### config.mk
export PLATFORM = sky130hd
export DESIGN_NAME = tdm_frame_assembler
export DESIGN_NICKNAME = d
export VERILOG_FILES = /design/src/rtl/audionet_pkg.sv /design/src/rtl/sample_bitrev.sv /design/src/rtl/tdm_frame_assembler.sv
export SDC_FILE = /design/constraint.sdc
export NUM_CORES = 1
export LEC_CHECK = 0
export BUFFER_PORTS_ARGS = -buffer_cell sky130_fd_sc_hd__buf_2
export CAP_MARGIN = 20
export CORE_MARGIN = 2
export CORE_UTILIZATION = 40
export CTS_BUF_LIST = sky130_fd_sc_hd__clkbuf_8 sky130_fd_sc_hd__clkbuf_16
export DETAILED_ROUTE_END_ITERATION = 7
export HOLD_SLACK_MARGIN = 0.15
export PLACE_DENSITY_LB_ADDON = 0.25
export SYNTH_ARGS = -nofsm -noshare
export SYNTH_HDL_FRONTEND = slang
export SYNTH_HIERARCHICAL = 1
export SYNTH_SLANG_ARGS = --single-unit
export TNS_END_PERCENT = 20
### constraint.sdc
create_clock -name clk -period 8.3 [get_ports clk]
set_input_delay 0.83 -clock clk [delete_from_list [all_inputs] [get_ports clk]]
set_output_delay 0.83 -clock clk [all_outputs]
set_load 0.05 [all_outputs]
### src/rtl/audionet_pkg.sv
// Shared definitions for the audio network path.
//   NUM_CH / SAMPLE_W / FRAME_W / CH_IDX_W : frame geometry (8 x 32-bit slots)
//   state_t                                : frame assembler operating state
package audionet_pkg;

    localparam int NUM_CH   = 8;
    localparam int SAMPLE_W = 32;
    localparam int FRAME_W  = NUM_CH * SAMPLE_W;
    localparam int CH_IDX_W = 3;

    typedef enum logic [1:0] {
        OFF   = 2'd0,
        PRIME = 2'd1,
        RUN   = 2'd2
    } state_t;

endpackage

### src/rtl/sample_bitrev.sv
// Combinational sample bit-orderer for the serializer path.
//   din  : incoming sample
//   dout : din bit-reversed when MSB_FIRST=1, otherwise passed through
// The serializer shifts out the LSB of each slot first, so reversing puts
// sample bit 31 on the wire first.
module sample_bitrev
    import audionet_pkg::*;
#(
    parameter logic MSB_FIRST = 1'b1
) (
    input  logic [SAMPLE_W-1:0] din,
    output logic [SAMPLE_W-1:0] dout
);

    generate
        if (MSB_FIRST) begin : g_rev
            for (genvar gi = 0; gi < SAMPLE_W; gi++) begin : g_bit
                assign dout[gi] = din[SAMPLE_W-1-gi];
            end
        end else begin : g_pass
            assign dout = din;
        end
    endgenerate

endmodule

### src/rtl/tdm_frame_assembler.sv
// Packs per-channel 32-bit samples into a 256-bit, 8-slot frame for p2tdm.
//   clk, rst        : clock, synchronous active-high reset
//   enable          : low forces OFF and clears everything (soft reset)
//   s_valid/s_ready : sample handshake, s_chan selects the slot, s_sample data
//   frame_tick      : sample-rate strobe; frame appears on the following cycle
//   valid, pdata    : one-cycle frame strobe, slot c at pdata[32c+31:32c]
//   missIncr        : frame emitted with at least one unwritten channel
//   overwriteIncr   : a channel was written twice within one frame period
module tdm_frame_assembler
    import audionet_pkg::*;
#(
    parameter logic MSB_FIRST  = 1'b1,
    parameter logic HOLD_LAST  = 1'b1,
    parameter logic START_FULL = 1'b1
) (
    input  logic                clk,
    input  logic                rst,
    input  logic                enable,
    input  logic                s_valid,
    output logic                s_ready,
    input  logic [CH_IDX_W-1:0] s_chan,
    input  logic [SAMPLE_W-1:0] s_sample,
    input  logic                frame_tick,
    output logic                valid,
    output logic [FRAME_W-1:0]  pdata,
    output logic                missIncr,
    output logic                overwriteIncr
);

    state_t              state_reg;
    logic [SAMPLE_W-1:0] acc_reg [NUM_CH];
    logic [NUM_CH-1:0]   mask_reg;
    logic [NUM_CH-1:0]   mask_next;
    logic [FRAME_W-1:0]  pdata_reg;
    logic [FRAME_W-1:0]  pdata_next;
    logic                valid_reg;
    logic                miss_reg;
    logic                ovw_reg;

    logic [SAMPLE_W-1:0] sample_ord;
    logic [NUM_CH-1:0]   chan_bit;
    logic                accept;
    logic                emit;

    sample_bitrev #(
        .MSB_FIRST (MSB_FIRST)
    ) u_bitrev (
        .din  (s_sample),
        .dout (sample_ord)
    );

    assign s_ready  = (state_reg != OFF);
    assign accept   = s_valid && s_ready;
    assign chan_bit = {{(NUM_CH-1){1'b0}}, 1'b1} << s_chan;

    // The mask used here is the one registered before this cycle, so a sample
    // landing on the tick cycle can neither fill a slot of this frame nor
    // complete the PRIME mask.
    assign emit = frame_tick &&
                  ((state_reg == RUN) || (state_reg == PRIME && mask_reg == '1));

    // Per-slot merge: written channels take the accumulator, the rest either
    // repeat what was last emitted or go silent.
    generate
        for (genvar gi = 0; gi < NUM_CH; gi++) begin : g_slot
            assign pdata_next[gi*SAMPLE_W +: SAMPLE_W] =
                mask_reg[gi] ? acc_reg[gi] :
                (HOLD_LAST ? pdata_reg[gi*SAMPLE_W +: SAMPLE_W] : '0);
        end
    endgenerate

    // A tick-cycle sample opens the next frame's mask rather than this one.
    always_comb begin
        mask_next = mask_reg;
        if (emit) begin
            mask_next = '0;
        end
        if (accept) begin
            mask_next = mask_next | chan_bit;
        end
    end

    always_ff @(posedge clk) begin
        valid_reg <= 1'b0;
        miss_reg  <= 1'b0;
        ovw_reg   <= 1'b0;
        if (rst || !enable) begin
            state_reg <= OFF;
            mask_reg  <= '0;
            pdata_reg <= '0;
            for (int i = 0; i < NUM_CH; i++) begin
                acc_reg[i] <= '0;
            end
        end else begin
            case (state_reg)
                OFF: begin
                    state_reg <= START_FULL ? PRIME : RUN;
                end
                PRIME, RUN: begin
                    if (emit) begin
                        valid_reg <= 1'b1;
                        miss_reg  <= (mask_reg != '1);
                        pdata_reg <= pdata_next;
                        state_reg <= RUN;
                    end
                end
                default: begin
                    state_reg <= OFF;
                end
            endcase
            mask_reg <= mask_next;
            if (accept) begin
                acc_reg[s_chan] <= sample_ord;
                // Tick-cycle samples start a fresh frame period.
                ovw_reg <= mask_reg[s_chan] && !frame_tick;
            end
        end
    end

    assign valid         = valid_reg;
    assign pdata         = pdata_reg;
    assign missIncr      = miss_reg;
    assign overwriteIncr = ovw_reg;

endmodule

==> key figures <==
Critical path
  – Crit end category: flop
  – Worst-path cell chain: buf_2 > and2b_4 > buf_4 > buf_4 > buf_4 > nand2_1 > mux2i_1
  – Critical Path AT: about 4.2 ns
  – Worst Path Max Fanout: 95
  – Critical Path RT: 8.82 ns
  – Critical Path Most Common Cell: buf_4
  – Critical path launch point type: input port
  – Cell family with most CP delay: buffers and inverters
  – Slowest-stage cell, CP: buf_4
  – Critical path class: in -> reg
  – Largest stage delay on the critical path: 0.81 ns
  – Crit path buf inv count: 4

Yosys
  – Most instantiated cells after synthesis: nand2_1, dfxtp_1, mux2i_1
  – Dominant cell type by area after synthesis: edfxtp_1
  – Number of synthesized register bits: 525
  – Register area share after synthesis: 61.4%
  – EDFF count, synth: ~260
  – Mapped Nets: 1811
  – Ys flop type: dfxtp_1
  – Ys async rst share: 0%
  – Mapped Cells: roughly 1800
  – Syn_area_per_cell: approximately 12 um2
  – Top cell type's share of synthesized area: a little over a third
  – Synth Cell Area: between 20000 and 25000 um2
  – Yosys warns: 6
  – Count leader, synth: nand2_1
  – Synth cell types: 31
  – Largest cells by area after synthesis: edfxtp_1, dfxtp_1, mux2i_1

STA
  – Worst rel slew slack: a little over a quarter
  – Pin slew with the least headroom to its limit: between 1 and 1.5 ns
  – Fin crit period: between 3 and 4 ns
  – Top achievable clock speed: 0.271 GHz
  – Max Slew Vio Count: 0
  – Final period util: about 44%
  – Fin. Hold Viols: 0
  – Unrepaired setup endpoints after global routing: false
  – Setup TNS: 0 ns
  – Worst Skew: 0.0143 ns
  – Worst Slack Setup Final: 4.61 ns
  – Final setup violation count: 0

Power
  – Comb power frac: 2.9%
  – P_int: around 4.3 mW
  – NetSw: 1.20 mW
  – Switching Share: 21.9%
  – VDD IR-drop max: 0.146 mV
  – PD cells: 225 nW/um2
  – Leak: between 9 and 10 nW
  – Share of power burned in registers: 50.8%
  – Clk network pwr share: approximately 46%

Routing
  – DRT Wirelength: between 50 and 60 mm
  – Residual DRC count: 0
  – DR vias: 13100
  – Drt wl/cell: 19.8 um
  – Drt via density: 4.80
  – Initial DRC count: between 700 and 800
  – DRT antenna net count: 0
  – First-pass iteration count of the detailed router: 4

Clock tree
  – Hold buffer count at CTS: 0
  – Worst-path clk slew: roughly 0.060 ns
  – Clock latency on the worst-skew pair: 0.60 ns
  – Post_cts resized: 0
  – Maximum clock insertion buffer count: 3
  – CTS buffer count: between 50 and 60
  – CTS Sinks: 525
  – H-tree depth: 2
  – CTS tree: built
  – Clock Tree Root: clkbuf_16
  – Setup Buffers After CTS: 0

GRT
  – Initial antenna violation count: 16
  – Vias in the first global route: roughly 13000
  – Total grt overflow: 0
  – GRT Resource Usage Total: between 10% and 20%
  – Largest net degree at the start of global routing: about 100
  – First-pass GRT wire length: 80.3 mm

Worst hold path
  – Worst min path class: reg -> reg

Status
  – Run status: finished clean

Place
  – Dpl ws: 3.92 ns
  – GPL Wtd Cong: roughly 0.76
  – HPWL after DPL: between 30 and 40 mm
  – I/O Buffers: 299

Final layout
  – Nets: slightly above 2000
  – Area delta synth->final: 14.0%
  – Layout cell share with drive strength beyond 1: between 20 and 25%

Floorplanning
  – Die Ht: between 200 and 250 um
  – Die area: ~55000 um2
  – Top Ports: 300
  – Core Area: around 53000 um2
  – # rows: 84
  – Initial Utilization: approximately two fifths
  – Die width: roughly 230 um

Run
  – Max Cap Viol: 0
worst min-delay path: stages, from the launching register on:
cell and delay, ns:
dfxtp_1 0.31, nand2_1 0.05, mux2i_1 0.05
final timing paths:
check                                  start        endpoint  slack (ns)  depth (start not counted)
worst max-delay path                     rst      pdata[141]        4.61                          7
worst min-delay path              pdata[126]      pdata[126]        0.45                          2
worst max register to register  state_reg[0]  acc_reg[0][14]        5.01                          6
worst min register to register    pdata[126]      pdata[126]        0.45                          2
logic make-up after synthesis:
| logic type | count (synthesis) | synth area share [%] |
|---|---|---|
| muxes | 260 | 12.4 |
| DFF | 525 | 61.4 |
| buffers and inverters | 156 | 7.68 |
| and+or+nand+nor | 798 | 17.4 |
| AOI/OAI and AO/OA | 26 | 0.947 |
| adders and majority gates | 3 | 0.176 |
through the flow:
step                      utilization (%)  cells  total power [mW]  cell area (um2)  hold WS, ns
after floorplan                         -   1768              2.95            21300        0.455
after global placement               42.4   2622              2.99            22300        0.441
after detailed placement             42.4   2623              2.99            22300        0.444
after CTS                            46.0   2728              5.52            24200        0.454
after global routing                 46.2   2732              5.64            24300        0.470
final                                46.2   2735              5.47            24300        0.451
power by group through the flow:
stage	sequential (mW)	clock (mW)	combinational, mW
after floorplan	2.83	0	0.115
after global placement	2.83	0	0.155
after detailed placement	2.84	0	0.158
after CTS	2.78	2.59	0.158
after global routing	2.78	2.69	0.170
final	2.78	2.53	0.157
routing by layer:
metal  up-vias  part of all wire [%]  track usage, %
li1       6295                     -               -
met1      6389                    44            25.6
met2       365                    47            31.4
met3        69                   6.6            4.31
met4         0                   2.1            5.77
met5         -                     0               0
cell type report:
cell class / count / area (um2)
Fill cell: 4854 / 28300
Clock inverter: 43 / 382
Sequential cell: 525 / 13100
Multi-Input combinational cell: 1087 / 6690
Timing Repair Buffer: 322 / 1740
Tap cell: 688 / 861
Clock buffer: 62 / 1500
Inverter: 5 / 18.8
Antenna cell: 3 / 7.51
layout by cell type, fill, tap and decap left out, types with 2 or more instances in the layout:
cell type / count
a21o_1: 7
a21oi_1: 2
and2_1: 256
buf_12: 3
buf_2: 299
buf_4: 18
bufinv_16: 6
clkbuf_16: 58
clkbuf_8: 5
clkinv_1: 7
clkinv_2: 9
clkinv_4: 2
clkinvlp_4: 7
dfxtp_1: 269
diode_2: 3
edfxtp_1: 256
ha_1: 3
inv_1: 14
inv_6: 3
mux2i_1: 258
nand2_1: 518
nand2b_1: 4
nand2b_2: 2
nand4_1: 2
nand4_2: 2
nor2_1: 2
nor2_2: 5
nor3_4: 2
o2111a_2: 8
o21ai_4: 6
(Power assumes the default switching activity.)
